==> src/rtl/iob_ibus_prefetch.sv <==
// iob_ibus_prefetch: read-only instruction prefetch buffer.
// Keeps a small FIFO of sequential words in front of the CPU fetch port.
// Non-sequential fetches and flushes drop both buffered and in-flight data
// and restart the stream from the new address.
module iob_ibus_prefetch #(
  parameter int ADDR_W = 32,
  parameter int DATA_W = 32,
  parameter int DEPTH  = 4
) (
  input  logic              clk_i,
  input  logic              arst_i,
  input  logic              cke_i,
  input  logic              flush_i,
  input  logic              cpu_avalid_i,
  input  logic [ADDR_W-1:0] cpu_addr_i,
  output logic              cpu_ready_o,
  output logic [DATA_W-1:0] cpu_rdata_o,
  output logic              cpu_rvalid_o,
  output logic              mem_avalid_o,
  output logic [ADDR_W-1:0] mem_addr_o,
  input  logic              mem_ready_i,
  input  logic [DATA_W-1:0] mem_rdata_i,
  input  logic              mem_rvalid_i
);

  localparam int PTR_W = $clog2(DEPTH);
  localparam int CNT_W = PTR_W + 1;
  localparam logic [ADDR_W-1:0] STRIDE = ADDR_W'(DATA_W / 8);

  typedef enum logic {
    ST_IDLE   = 1'b0,
    ST_STREAM = 1'b1
  } state_t;

  state_t r_state;
  state_t w_state_nxt;

  // Buffered words with their byte address; storage needs no reset.
  logic [ADDR_W-1:0] r_fifo_addr [DEPTH];
  logic [DATA_W-1:0] r_fifo_data [DEPTH];
  logic [PTR_W-1:0]  r_wr_ptr;
  logic [PTR_W-1:0]  r_rd_ptr;
  logic [CNT_W-1:0]  r_count;

  // Address of every accepted request, consumed in order by the responses.
  logic [ADDR_W-1:0] r_tag [DEPTH];
  logic [PTR_W-1:0]  r_tag_wr;
  logic [PTR_W-1:0]  r_tag_rd;

  logic [CNT_W-1:0]  r_outst;
  logic [CNT_W-1:0]  r_discard;
  logic [ADDR_W-1:0] r_next_addr;
  // Address of the word the stream delivers next (FIFO head when non-empty).
  logic [ADDR_W-1:0] r_exp_addr;
  logic              r_rvalid;
  logic [DATA_W-1:0] r_rdata;

  logic              w_empty;
  logic [ADDR_W-1:0] w_head_addr;
  logic [CNT_W:0]    w_occ;
  logic              w_mem_acc;
  logic              w_rsp;
  logic              w_drop;
  logic              w_push;
  logic              w_hit;
  logic              w_redirect;
  logic              w_clear;
  logic [CNT_W-1:0]  w_outst_nxt;

  assign w_empty      = (r_count == CNT_W'(0));
  assign w_head_addr  = r_fifo_addr[r_rd_ptr];
  assign w_occ        = (CNT_W+1)'(r_count) + (CNT_W+1)'(r_outst);
  assign mem_avalid_o = (r_state == ST_STREAM) & (w_occ < (CNT_W+1)'(DEPTH)) & ~flush_i;
  assign mem_addr_o   = r_next_addr;
  assign w_mem_acc    = mem_avalid_o & mem_ready_i;
  // Responses with nothing outstanding (e.g. after reset) are ignored.
  assign w_rsp        = mem_rvalid_i & (r_outst != CNT_W'(0));
  assign w_drop       = w_rsp & (r_discard != CNT_W'(0));
  assign w_push       = w_rsp & ~w_drop;
  assign w_outst_nxt  = r_outst + CNT_W'(w_mem_acc) - CNT_W'(w_rsp);
  assign w_clear      = flush_i | w_redirect;
  assign cpu_ready_o  = w_hit;
  assign cpu_rvalid_o = r_rvalid;
  assign cpu_rdata_o  = r_rdata;

  // Next-state and hit/miss decision; flush overrides any CPU request.
  always_comb begin
    w_state_nxt = r_state;
    w_hit       = 1'b0;
    w_redirect  = 1'b0;
    if (flush_i) begin
      w_state_nxt = ST_IDLE;
    end else begin
      case (r_state)
        ST_IDLE: begin
          if (cpu_avalid_i) begin
            w_redirect  = 1'b1;
            w_state_nxt = ST_STREAM;
          end else begin
            w_state_nxt = ST_IDLE;
          end
        end
        ST_STREAM: begin
          if (cpu_avalid_i) begin
            if (!w_empty && (w_head_addr == cpu_addr_i)) begin
              w_hit = 1'b1;
            end else if (w_empty && (cpu_addr_i == r_exp_addr)) begin
              w_hit = 1'b0;
            end else begin
              w_redirect = 1'b1;
            end
          end else begin
            w_hit = 1'b0;
          end
        end
        default: begin
          w_state_nxt = ST_IDLE;
        end
      endcase
    end
  end

  // State, pointers, counters and the registered CPU response.
  always_ff @(posedge clk_i or posedge arst_i) begin
    if (arst_i) begin
      r_state     <= ST_IDLE;
      r_wr_ptr    <= PTR_W'(0);
      r_rd_ptr    <= PTR_W'(0);
      r_count     <= CNT_W'(0);
      r_tag_wr    <= PTR_W'(0);
      r_tag_rd    <= PTR_W'(0);
      r_outst     <= CNT_W'(0);
      r_discard   <= CNT_W'(0);
      r_next_addr <= ADDR_W'(0);
      r_exp_addr  <= ADDR_W'(0);
      r_rvalid    <= 1'b0;
      r_rdata     <= DATA_W'(0);
    end else if (cke_i) begin
      r_state  <= w_state_nxt;
      r_outst  <= w_outst_nxt;
      r_rvalid <= w_hit;
      if (w_hit) begin
        r_rdata <= r_fifo_data[r_rd_ptr];
      end
      if (w_mem_acc) begin
        r_tag_wr <= r_tag_wr + PTR_W'(1);
      end
      if (w_rsp) begin
        r_tag_rd <= r_tag_rd + PTR_W'(1);
      end
      // Everything still in flight after a restart belongs to the old stream.
      if (w_clear) begin
        r_discard <= w_outst_nxt;
      end else if (w_drop) begin
        r_discard <= r_discard - CNT_W'(1);
      end
      if (w_clear) begin
        r_wr_ptr <= PTR_W'(0);
        r_rd_ptr <= PTR_W'(0);
        r_count  <= CNT_W'(0);
      end else begin
        if (w_push) begin
          r_wr_ptr <= r_wr_ptr + PTR_W'(1);
        end
        if (w_hit) begin
          r_rd_ptr <= r_rd_ptr + PTR_W'(1);
        end
        r_count <= r_count + CNT_W'(w_push) - CNT_W'(w_hit);
      end
      if (w_redirect) begin
        r_next_addr <= cpu_addr_i;
        r_exp_addr  <= cpu_addr_i;
      end else begin
        if (w_mem_acc) begin
          r_next_addr <= r_next_addr + STRIDE;
        end
        if (w_hit) begin
          r_exp_addr <= r_exp_addr + STRIDE;
        end
      end
    end
  end

  // FIFO and tag storage writes.
  always_ff @(posedge clk_i) begin
    if (cke_i) begin
      if (w_mem_acc) begin
        r_tag[r_tag_wr] <= mem_addr_o;
      end
      if (w_push && !w_clear) begin
        r_fifo_addr[r_wr_ptr] <= r_tag[r_tag_rd];
        r_fifo_data[r_wr_ptr] <= mem_rdata_i;
      end
    end
  end

endmodule

==> config.mk <==
export PLATFORM = sky130hd
export DESIGN_NAME = iob_ibus_prefetch
export DESIGN_NICKNAME = d
export VERILOG_FILES = /design/src/rtl/iob_ibus_prefetch.sv
export SDC_FILE = /design/constraint.sdc
export NUM_CORES = 1
export LEC_CHECK = 0
export BUFFER_PORTS_ARGS = -buffer_cell sky130_fd_sc_hd__buf_2
export CORE_MARGIN = 2
export CORE_UTILIZATION = 55
export CTS_BUF_LIST = sky130_fd_sc_hd__clkbuf_16
export CTS_CLUSTER_DIAMETER = 200
export DETAILED_ROUTE_END_ITERATION = 6
export PLACE_DENSITY = 0.75
export SLEW_MARGIN = 20
export SYNTH_ARGS = -nofsm -noshare
export SYNTH_HDL_FRONTEND = slang
export SYNTH_SLANG_ARGS = --single-unit
export TNS_END_PERCENT = 10
==> constraint.sdc <==
create_clock -name clk_i -period 4.9 [get_ports clk_i]
set_clock_uncertainty 0.1 [all_clocks]
set_input_delay 0.49 -clock clk_i [delete_from_list [all_inputs] [get_ports clk_i]]
set_output_delay 0.49 -clock clk_i [all_outputs]
set_load 0.03 [all_outputs]
Word level (Yosys, flattened, before mapping) --
Memories as Yosys holds them, arrays and structs flattened. A register that Yosys moved wholly into a read port is not among the register bits. Index checks and enable logic that the tools add are counted. Widths: inputs -> output; s select.
Word-level totals: RAM bits 384, bits of input ports 71, memories 3, output and inout port bits 67, flip-flop bits (word level) 83, word-level logic and storage cells 89
Cells by class: reduce and logical (&&, ||, !) cells 21, add/subtract/negate cells 12, equal/unequal tests 2, multiplexer cells 29, bitwise operators 10, order comparisons 1
Memories:
- r_fifo_addr | words 4, width 32, rd ports 1, clocked after memory_dff 0, write ports 1, RTL line 39 | logic [ADDR_W-1:0] r_fifo_addr [DEPTH];
- r_fifo_data | words 4, width 32, rd ports 1, clocked after memory_dff 1, write ports 1, RTL line 40 | logic [DATA_W-1:0] r_fifo_data [DEPTH];
- r_tag | words 4, width 32, rd ports 1, clocked after memory_dff 0, write ports 1, RTL line 46 | logic [ADDR_W-1:0] r_tag [DEPTH];
Operator list (number):
- $mux 32 | 4
- $add 32x3->32 const B | 2
- $eq 32x32->1 | 2
- $mux 1 | 17
- $reduce_and 2->1 | 8
- $reduce_bool 2->1 | 5
- $mux 3 | 3
- $add 2x1->2 const B | 4
- $mux 2 | 4
- $add 3x1->3 | 2
- $and 1x1->1 | 6
- $reduce_bool 3->1 | 2
- $sub 3x1->3 | 2
- $add 3x3->4 | 1
- $lt 4x3->1 const B | 1
- $logic_and 1x1->1 | 3
- $logic_not 3->1 | 1
- $not 1->1 | 3
- $sub 3x1->3 const B | 1
- $logic_not 1->1 | 2
- $pmux 1 s2 | 1
- $or 1x1->1 | 1

Longest topological paths before layout --
Gate-level depths: netlist (run 1).
depth after elaboration 13, gate-level depth with buffers 18, mapped depth without buffers 15

Worst setup path after synthesis (run 1) --
Ideal clock, no wire load.
kind reg-to-reg, start point register r_rd_ptr[0], end point memory r_fifo_addr[0][0], enable pin, arrival 3.971 ns, cell stages (with the launch flop) 11, buffers on the path 2, setup time 0.429 ns, data required time 4.371 ns, period minus slack after synthesis 4.500 ns, path slack 0.400 ns, cells stage by stage dfrtp_1 > buf_4 > mux4_2 > xnor2_1 > nand4_1 > nor4_2 > and4b_1 > buf_2 > a21boi_1 > nor3_1 > and3_1
Between the ends: cells in the longest elaborated chain, start to end 13
RTL lines:
- start: declaration | RTL line 42 | logic [PTR_W-1:0] r_rd_ptr;
- start signal: assignment | RTL line 166 | r_rd_ptr <= r_rd_ptr + PTR_W'(1);
- $mem_v2 4x32
- $eq 32x32->1 | RTL line 105 | if (!w_empty && (w_head_addr == cpu_addr_i)) begin
- $logic_and 1x1->1 | RTL line 105
- $mux 1 | RTL line 105
- $mux 1 | RTL line 104 | if (cpu_avalid_i) begin
- $pmux 1 s2 | RTL line 94 | case (r_state)
- $mux 1 | RTL line 91 | if (flush_i) begin
- $or 1x1->1 | RTL line 81 | assign w_clear = flush_i | w_redirect;
- $logic_not 1->1 | RTL line 190 | if (w_push && !w_clear) begin
- $logic_and 1x1->1 | RTL line 190
- $mux 1 | RTL line 190
- $mux 1 | RTL line 186 | if (cke_i) begin
- $mux 1 (implied by the code) | RTL line 191 | r_fifo_addr[r_wr_ptr] <= r_tag[r_tag_rd];
- end: declaration | RTL line 39
No other way between the ends.

Final worst setup path (run 1) --
start point register r_rd_ptr[0], end point memory r_fifo_data[1][11], enable pin
Between the ends: cells in the longest elaborated chain, start to end 13
RTL lines:
- $mem_v2 4x32
- $eq 32x32->1 | RTL line 105
- $logic_and 1x1->1 | RTL line 105
- $mux 1 | RTL line 105
- $mux 1 | RTL line 104
- $pmux 1 s2 | RTL line 94
- $mux 1 | RTL line 91
- $or 1x1->1 | RTL line 81
- $logic_not 1->1 | RTL line 190
- $logic_and 1x1->1 | RTL line 190
- $mux 1 | RTL line 190
- $mux 1 | RTL line 186
- $mux 1 (implied by the code) | RTL line 192 | r_fifo_data[r_wr_ptr] <= mem_rdata_i;
- end: declaration | RTL line 40
No other way between the ends.

==> metrics.csv, run 1 <==
stage,metric,value,unit
routing,drt_wl_total,49.1,mm
power,ir_drop,0.385,mV
critical_path,r2r_cells,9,
power,p_per_area,442,nW/um^2
grt,grt_max_degree,86,
sta,post-route-min-period,4.38,ns
critical_path,crit_path_max_fanout,35,
grt,grt_remaining_overflow,0,
cells_and_area,fin_cells,2035,
routing,remaining_drc_errors,0,
critical_path,r2r-end,r_fifo_data[1][11]$_DFFE_PP_,
logic_synthesis,synthesis.area,21400,um^2
logic_synthesis,syn_inst,1318,
clock_network,cts.sinks,499,
logic_synthesis,synth_edf_count,384,
clock_network,cts_tree,built,
sta,max_freq,0.228,GHz
critical_path,rrSetupSlack,0.52,ns
sta,final-hold-violation-count,0,
clock_network,cts_root_buf,clkbuf_16,
grt,grt_util_all_layers,24.6,%
critical_path,required,5.08,ns
clock_network,cts_made_buffers,50,
cells_and_area,layout.nets,1566,
outcome,status,"complete, no violations",
power,p_leak,8.94,nW
hold_path,hp-class,primary input to flop,
routing,ant_nets,0,
sta,finalSetupViolCount,0,
routing,dr.pass1.iters,5,
routing,viasPerCell,6.14,
clock_network,cts_resized,0,
sta,holdWs,0.0321,ns
routing,vias,12500,
critical_path,end_kind,flop,
clock_network,cts_setup_buffers,0,
clock_network,htree_levels,2,
critical_path,critPathKind,flop to flop,
logic_synthesis,synth_nets,1409,
clock_network,cts.clk_slew.worst_paths,0.06,ns
sta,slew_violations,0,
clock_network,cts_hold_buf,4,
logic_synthesis,synth-async-reset-ratio,23.0,%
critical_path,crit_path_start,r_rd_ptr[0]$_DFFE_PP0P_,
critical_path,critPathArrivalTime,4.56,ns
place,place_inst,1937,
place,dp_hpwl,32.2,mm
logic_synthesis,syn_area_per_cell,16.2,um^2
logic_synthesis,synth_warnings,0,
logic_synthesis,ys_ff_latch,499,
logic_synthesis,ys.flop_type,edfxtp_1,
floorplanning,die_w,201,um
critical_path,critPathLaunchType,flop,
place,gp_congestion,0.875,
critical_path,regToRegStartpoint,r_rd_ptr[0]$_DFFE_PP0P_,
sta,worstMarginPinSlew,0.805,ns
grt,antenna_found_initial,1,
routing,drt_iter0_drc,999,
floorplanning,die_h,201,um
sta,fin_tns_setup,0,ns
logic_synthesis,synth.distinct_cells,67,
floorplanning,core_region_area,38600,um^2
floorplanning,start_util,55.5,%
clock_network,clk_latency,0.59,ns
floorplanning,ios,138,
sta,slew_headroom,46.2,%
cells_and_area,synthToLayoutAreaGrowth,13.5,%
cells_and_area,drive_gt1_share,24.0,%
floorplanning,rows,72,
sta,rsz0062_at_grt,false,
routing,wire_per_inst,24.1,um
clock_network,clk_path_buf_depth,3,
grt,grt_pass1_vias,12600,
flow_run,maxCapViolCount,0,
cells_and_area,filler_cell_count,2806,
sta,fin_crit_sh,89.4,%
grt,grt_pass1_wl,75.6,mm
floorplanning,dieArea,40500,um^2
logic_synthesis,ys_seq_area_share,67.3,%
critical_path,endpoint,r_fifo_data[1][11]$_DFFE_PP_,
place,numPortBuffers,137,
-- critical path, cell delays in order (launching register included) --
cell      delay, ns
dfrtp_4        0.76
buf_4          0.65
a21oi_1        0.08
a211o_1        0.36
nor4_4         0.55
a21boi_1       0.16
buf_4          0.19
nor3_1         0.35
and3_2         0.53
buf_4          0.29
-- logic make-up after synthesis --
family | share of synthesized area [%]
adders and majority gates | 1.24
and+or+nand+nor | 5.66
AOI/OAI and AO/OA | 5.31
xor gates and xnor gates | 2.86
muxes | 14.8
DFF | 67.3
buffers and inverters | 2.84
-- how the worst min path moves through the flow --
stage | from | to | slack [ns] | depth (start not counted)
2_1_floorplan | r_outst[0]$_DFFE_PP0P_ | r_outst[0]$_DFFE_PP0P_ | 0.40 | 1
3_3_place_gp | cpu_rdata_o[8]$_DFFE_PP0P_ | cpu_rdata_o[8]$_DFFE_PP0P_ | 0.36 | 1
3_5_place_dp | cpu_rdata_o[8]$_DFFE_PP0P_ | cpu_rdata_o[8]$_DFFE_PP0P_ | 0.37 | 1
4_1_cts | mem_rdata_i[14] | r_fifo_data[2][14]$_DFFE_PP_ | 0.0001 | 1
5_1_grt | mem_rdata_i[1] | r_fifo_data[0][1]$_DFFE_PP_ | 0.02 | 1
6_report | mem_rdata_i[17] | r_fifo_data[1][17]$_DFFE_PP_ | 0.03 | 1
-- per-layer routing --
metal	track usage [%]	up-vias	share of wire, %
li1	-	5444	-
met1	35.2	6444	42
met2	39.7	530	48
met3	3.69	87	7.0
met4	7.67	0	2.5
met5	0	-	0
-- flip-flops by register name (all words and copies together) (netlist names) --
signal,count
r_fifo_addr,128
r_fifo_data,128
r_tag,128
cpu_rdata_o,32
mem_addr_o,32
r_exp_addr,32
r_count,3
r_discard,3
r_outst,3
r_rd_ptr,2
r_tag_rd,2
r_tag_wr,2
r_wr_ptr,2
cpu_rvalid_o,1
r_state,1
-- stage by stage --
| stage | utilization [%] | setup WS [ns] | power, W | area (um^2) |
|---|---|---|---|---|
| 2_1_floorplan | - | 0.400 | 0.00662 | 21400 |
| 3_3_place_gp | 59.0 | 0.551 | 0.00726 | 22800 |
| 3_5_place_dp | 59.0 | 0.477 | 0.00733 | 22800 |
| 4_1_cts | 63.0 | 0.435 | 0.0108 | 24300 |
| 5_1_grt | 63.0 | 0.167 | 0.0112 | 24300 |
| 6_report | 63.0 | 0.520 | 0.0107 | 24300 |
-- placed cells by master, fill, tap and decap left out, types with 4 or more instances in the layout --
cell type,instances
edfxtp_1,384
buf_2,137
dfrtp_1,112
inv_1,90
mux4_2,88
mux2i_1,76
clkbuf_16,51
nand2_1,50
a22oi_1,47
xor2_1,45
o21ai_0,35
mux2_2,29
nor2_1,28
o22ai_1,26
xnor2_1,25
and3_1,24
buf_4,22
nand3_1,21
ha_1,18
and2_1,17
nand4_1,16
nor4_1,14
nor3_1,14
clkinv_1,13
a21oi_1,11
mux2_1,8
o2bb2ai_1,7
buf_12,7
o211ai_1,6
clkinv_2,6
and4_1,5
a21o_1,5
nand3b_1,5
nor2b_1,4
a31oi_1,4
and3_2,4
dlygate4sd3_1,4
-- area by class of cell --
cell class                 instances  area (um^2)  area share [%]
sequential                       499        14400            59.4
multi-input combinational        679         6410            26.4
clock buffer                      51         1280            5.26
timing repair buffer             170         1030            4.25
tap                              518          648            2.67
inverter                          75          284            1.17
clock inverter                    41          210           0.866
antenna                            2         5.00          0.0206
-- power by group --
group | internal (W) | switching [W]
Sequential | 0.00507 | 0.000375
Clock | 0.00193 | 0.00155
Combinational | 0.000668 | 0.00114
-- cells in the mapped netlist (all sizes together), types with 29 or more instances --
library cell	instances	area, um^2
dfrtp	115	2880
o21ai	36	184
inv	75	282
a22oi	47	353
mux2i	76	761
mux2	37	417
nand2	50	188
mux4	88	1980
clkbuf	35	131
xor2	45	394
edfxtp	384	11500
buf	30	194
nor2	29	109
Note: power is estimated with default switching activity, not from simulation.
==> inputs of run 2 (changes only) <==
PLACE_DENSITY = 0.73   (was 0.75)
==> metrics.csv, run 2 (same netlist as run 1, synthesis figures left out) <==
stage,metric,value,unit
outcome,status,"complete, no violations",
place,dp_hpwl,31.6,mm
critical_path,critPathKind,flop to flop,
sta,fin_crit_sh,89.0,%
routing,ant_nets,0,
sta,rsz0062_at_grt,false,
place,numPortBuffers,137,
power,p_leak,8.96,nW
clock_network,htree_levels,2,
cells_and_area,synthToLayoutAreaGrowth,13.7,%
critical_path,end_kind,flop,
power,power,0.0107,W
floorplanning,core_region_area,38600,um^2
grt,grt_pass1_wl,74.4,mm
routing,drt_iter0_drc,972,
critical_path,critPathLaunchType,flop,
clock_network,cts_made_buffers,50,
sta,final-hold-violation-count,0,
grt,grt_remaining_overflow,0,
critical_path,crit_path_max_fanout,35,
floorplanning,die_w,201,um
cells_and_area,drive_gt1_share,23.7,%
sta,max_freq,0.229,GHz
grt,grt_util_all_layers,24.3,%
clock_network,cts.clk_slew.worst_paths,0.06,ns
routing,drt_wl_total,48.3,mm
place,gp_congestion,0.854,
sta,worstMarginPinSlew,1.11,ns
place,place_worst_setup_slack,0.463,ns
grt,antenna_found_initial,0,
routing,viasPerCell,6.06,
cells_and_area,reg.largest.list,"r_fifo_addr x128, r_fifo_data x128, r_tag x128",
grt,grt_max_degree,65,
cells_and_area,filler_cell_count,2799,
clock_network,cts_root_buf,clkbuf_16,
sta,post-route-min-period,4.36,ns
sta,slew_violations,0,
critical_path,required,5.26,ns
clock_network,clk_path_buf_depth,3,
clock_network,cts_setup_buffers,0,
floorplanning,dieArea,40500,um^2
routing,wire_per_inst,23.7,um
cells_and_area,layout.nets,1572,
clock_network,clk_latency,0.59,ns
routing,dr.pass1.iters,6,
sta,slew_headroom,26.1,%
critical_path,critPathArrivalTime,4.72,ns
cells_and_area,fin_cells,2041,
sta,fin_tns_setup,0,ns
place,place_inst,1934,
cells_and_area,mostFrequentLayoutCell,edfxtp_1,
power,p_per_area,441,nW/um^2
cells_and_area,layout_common_cells,"edfxtp_1, buf_2, dfrtp_1, inv_1, mux4_2",
floorplanning,start_util,55.5,%
clock_network,cts.sinks,499,
grt,grt_pass1_vias,12400,
flow_run,maxCapViolCount,0,
floorplanning,rows,72,
sta,fin_ws,0.539,ns
sta,finalSetupViolCount,0,
floorplanning,ios,138,
hold_path,hp-class,primary input to flop,
power,ir_drop,0.293,mV
cells_and_area,diodes,0,
routing,vias,12400,
routing,remaining_drc_errors,0,
clock_network,cts_tree,built,
floorplanning,die_h,201,um
-- run 2: cell count changes in the layout (fill, tap and decap cells not counted), moves of 2 or more --
| cell | previous run | this run |
|---|---|---|
| diode_2 | 2 | 0 |
| dlygate4sd3_1 | 4 | 13 |
| buf_12 | 7 | 5 |
| clkinv_1 | 13 | 15 |
-- run 2: power by group --
group          internal, W  leakage, nW  total, W  switching (W)
sequential         0.00507         4.83   0.00547       0.000395
clock              0.00195        0.797   0.00350        0.00155
combinational     0.000670         3.33   0.00178        0.00111
total              0.00770         8.96    0.0107        0.00305
-- run 2: layer usage --
layer,up-vias,share of wire [%],track usage [%]
met5,-,0,0
met4,0,3.1,8.43
met3,90,6.7,4.29
met2,462,48,38.8
met1,6341,43,34.1
li1,5467,-,-
-- run 2: final timing paths --
kind                                       startpoint                     endpoint  slack (ns)  cells after the start
setup reg to reg              r_rd_ptr[0]$_DFFE_PP0P_       r_count[2]$_DFFE_PP0P_        0.54                     14
hold reg to reg            cpu_rdata_o[7]$_DFFE_PP0P_   cpu_rdata_o[7]$_DFFE_PP0P_        0.38                      1
min in group asynchronous                      arst_i  cpu_rdata_o[13]$_DFFE_PP0P_        0.46                      3
hold / removal                         mem_rdata_i[1]  r_fifo_data[0][1]$_DFFE_PP_        0.03                      1
setup / recovery              r_rd_ptr[0]$_DFFE_PP0P_       r_count[2]$_DFFE_PP0P_        0.54                     14
max in group asynchronous                      arst_i   r_exp_addr[10]$_DFFE_PP0P_        3.21                      4
-- run 2: critical path, stage by stage (launching register included) --
cell and delay, ns:
dfrtp_4 0.77, buf_4 0.65, a21oi_1 0.08, a211o_1 0.35, nor4_4 0.55, nand2_1 0.23, nor2_1 0.20, ha_1 0.26
inv_1 0.06, ha_1 0.14, inv_1 0.05, fa_1 0.38, xnor2_1 0.15, a31oi_1 0.18, o2bb2ai_1 0.10
-- run 2: repair_timing --
item                                   in CTS  in global routing
gates resized for setup                     0                  0
endpoints found under the hold margin      91                  0
hold buffers                               13                  0
-- run 2: final cells by class --
class | count | area [um^2] | share of cell area, %
clock buffers | 50 | 1250 | 5.14
multi-input cells | 679 | 6410 | 26.3
clock inverters | 44 | 253 | 1.04
well taps | 518 | 648 | 2.66
inverters | 75 | 284 | 1.17
flip-flops and latches | 499 | 14400 | 59.2
repair buffers | 176 | 1070 | 4.41
-- run 2: metrics by stage --
| stage | instance area [um^2] | hold WS [ns] | util [%] |
|---|---|---|---|
| 5_1_grt | 24300 | 0.0190 | 63.1 |
| 3_3_place_gp | 22700 | 0.367 | 58.9 |
| 2_1_floorplan | 21400 | 0.400 | - |
| 4_1_cts | 24300 | 0.000787 | 63.1 |
| 3_5_place_dp | 22700 | 0.371 | 58.9 |
| 6_report | 24300 | 0.0313 | 63.1 |
==> inputs of run 3 (changes only) <==
CAP_MARGIN = 20   (was default)
CTS_BUF_LIST = default   (was sky130_fd_sc_hd__clkbuf_16)
==> metrics.csv, run 3 (same netlist as run 1, synthesis figures left out) <==
stage,metric,value,unit
outcome,status,"complete, no violations",
sta,slew_violations,0,
clock_network,cts_setup_buffers,0,
cells_and_area,final_util,63.4,%
critical_path,required,5.26,ns
cells_and_area,reg.largest.list,"r_fifo_addr x128, r_fifo_data x128, r_tag x128",
power,p_switching,0.00306,W
cells_and_area,layout.nets,1572,
critical_path,critPathKind,flop to flop,
critical_path,end_kind,flop,
critical_path,path_cells,"buf_4, a21oi_1, a211o_1, nor4_4, nand2_1, nor2_1, ha_1, inv_1, ha_1, inv_1, fa_1, xnor2_1, a31oi_1, o2bb2ai_1",
place,numPortBuffers,137,
floorplanning,ios,138,
cells_and_area,diodes,0,
critical_path,critPathLaunchType,flop,
grt,grt_util_met3,4.29,%
power,p_leak,8.95,nW
critical_path,slowest_stage,dfrtp_4,
clock_network,clk_latency,0.59,ns
sta,max_freq,0.228,GHz
clock_network,cts_root_buf,clkbuf_16,
sta,fin_tns_setup,0,ns
floorplanning,dieArea,40500,um^2
sta,post-route-min-period,4.39,ns
clock_network,cts_tree,built,
cells_and_area,drive_gt1_share,24.4,%
floorplanning,die_w,201,um
routing,drt_wl_total,48.4,mm
sta,final-hold-violation-count,0,
grt,grtUsageMet1,34.1,%
grt,grt_pass1_wl,74.5,mm
sta,fin_crit_sh,89.6,%
cells_and_area,synthToLayoutAreaGrowth,14.2,%
grt,grt_remaining_overflow,0,
place,place_worst_setup_slack,0.463,ns
clock_network,cts.sinks,499,
grt,antenna_found_initial,0,
power,power,0.0109,W
critical_path,crit_path_max_fanout,35,
floorplanning,die_h,201,um
cells_and_area,mostFrequentLayoutCell,edfxtp_1,
place,dp_hpwl,31.6,mm
critical_path,critPathMaxStageDelay,0.78,ns
routing,remaining_drc_errors,0,
clock_network,cts.clk_slew.worst_paths,0.06,ns
routing,dr.pass1.iters,6,
sta,slew_headroom,25.4,%
power,ir_drop,0.292,mV
floorplanning,rows,72,
power,p_seq_share,50.0,%
grt,grt_pass1_vias,12300,
clock_network,cts_made_buffers,50,
routing,viasPerCell,6.03,
cells_and_area,layout_common_cells,"edfxtp_1, buf_2, dfrtp_1, mux4_2, mux2i_1",
clock_network,htree_levels,2,
sta,rsz0062_at_grt,false,
sta,worstMarginPinSlew,1.12,ns
routing,ant_nets,0,
grt,grt.met2_usage,38.7,%
routing,vias,12300,
sta,fin_ws,0.510,ns
grt,grt_util_all_layers,24.3,%
routing,drt_iter0_drc,948,
routing,wire_per_inst,23.7,um
hold_path,hp-class,primary input to flop,
clock_network,clk_path_buf_depth,3,
clock_network,cts_resized,0,
grt,grt.busiest_layer,met2,
place,gp_congestion,0.854,
flow_run,maxCapViolCount,0,
critical_path,critPathArrivalTime,4.75,ns
power,p_clk_share,33.8,%
floorplanning,core_region_area,38600,um^2
floorplanning,start_util,55.5,%
power,p_per_area,448,nW/um^2
grt,grt_max_degree,65,
clock_network,cts_hold_buf,13,
power,switching_share,27.9,%
sta,finalSetupViolCount,0,
power,power.internal,0.00789,W
power,pwr-share-comb,16.2,%
[run 3: per-stage QoR]
stage | area (um^2) | hold slack (ns) | instances
floorplan | 21400 | 0.400 | 1318
global placement | 22700 | 0.367 | 1934
detailed placement | 22700 | 0.371 | 1934
CTS | 24400 | 0.000963 | 2041
global route | 24400 | 0.0192 | 2041
finish | 24400 | 0.0302 | 2041
[run 3: critical path, delay by kind of cell, from the launching register on]
kind                       cells  cell delay (ns)
AOI/OAI and AO/OA              4             0.70
xor gates and xnor gates       1             0.15
adders and majority gates      3             0.78
buffers and inverters          3             0.75
DFF                            1             0.78
and+or+nand+nor                3             1.03
[run 3: layer usage]
layer	up-vias	part of all wire [%]
met3	93	7.0
met4	0	3.2
li1	5462	-
met1	6311	42
met2	444	48
met5	-	0
[run 3: path summary, 6_finish.rpt]
check	cells after the start	start	slack, ns	endpoint
worst max register to register	14	r_rd_ptr[0]$_DFFE_PP0P_	0.51	r_count[2]$_DFFE_PP0P_
worst max-delay path	14	r_rd_ptr[0]$_DFFE_PP0P_	0.51	r_count[2]$_DFFE_PP0P_
worst min-delay path	1	mem_rdata_i[1]	0.03	r_fifo_data[0][1]$_DFFE_PP_
worst min register to register	1	cpu_rdata_o[7]$_DFFE_PP0P_	0.38	cpu_rdata_o[7]$_DFFE_PP0P_
min in group asynchronous	3	arst_i	0.46	cpu_rdata_o[13]$_DFFE_PP0P_
max in group asynchronous	4	arst_i	3.20	r_exp_addr[4]$_DFFE_PP0P_
[run 3: final cells by class]
| cell class | count | area, um^2 |
|---|---|---|
| clock buffer | 76 | 1450 |
| sequential | 499 | 14400 |
| clock inverter | 18 | 155 |
| inverter | 75 | 284 |
| fill | 2787 | 14100 |
| tap | 518 | 648 |
| timing repair buffer | 176 | 1070 |
| multi-input combinational | 679 | 6410 |
[run 3: power groups by stage]
stage	clock network, W	registers (W)	logic, W
final	0.00370	0.00547	0.00177
after global routing	0.00392	0.00552	0.00193
after CTS	0.00377	0.00546	0.00179
after detailed placement	0	0.00555	0.00177
after global placement	0	0.00552	0.00173
after floorplan	0	0.00557	0.00105
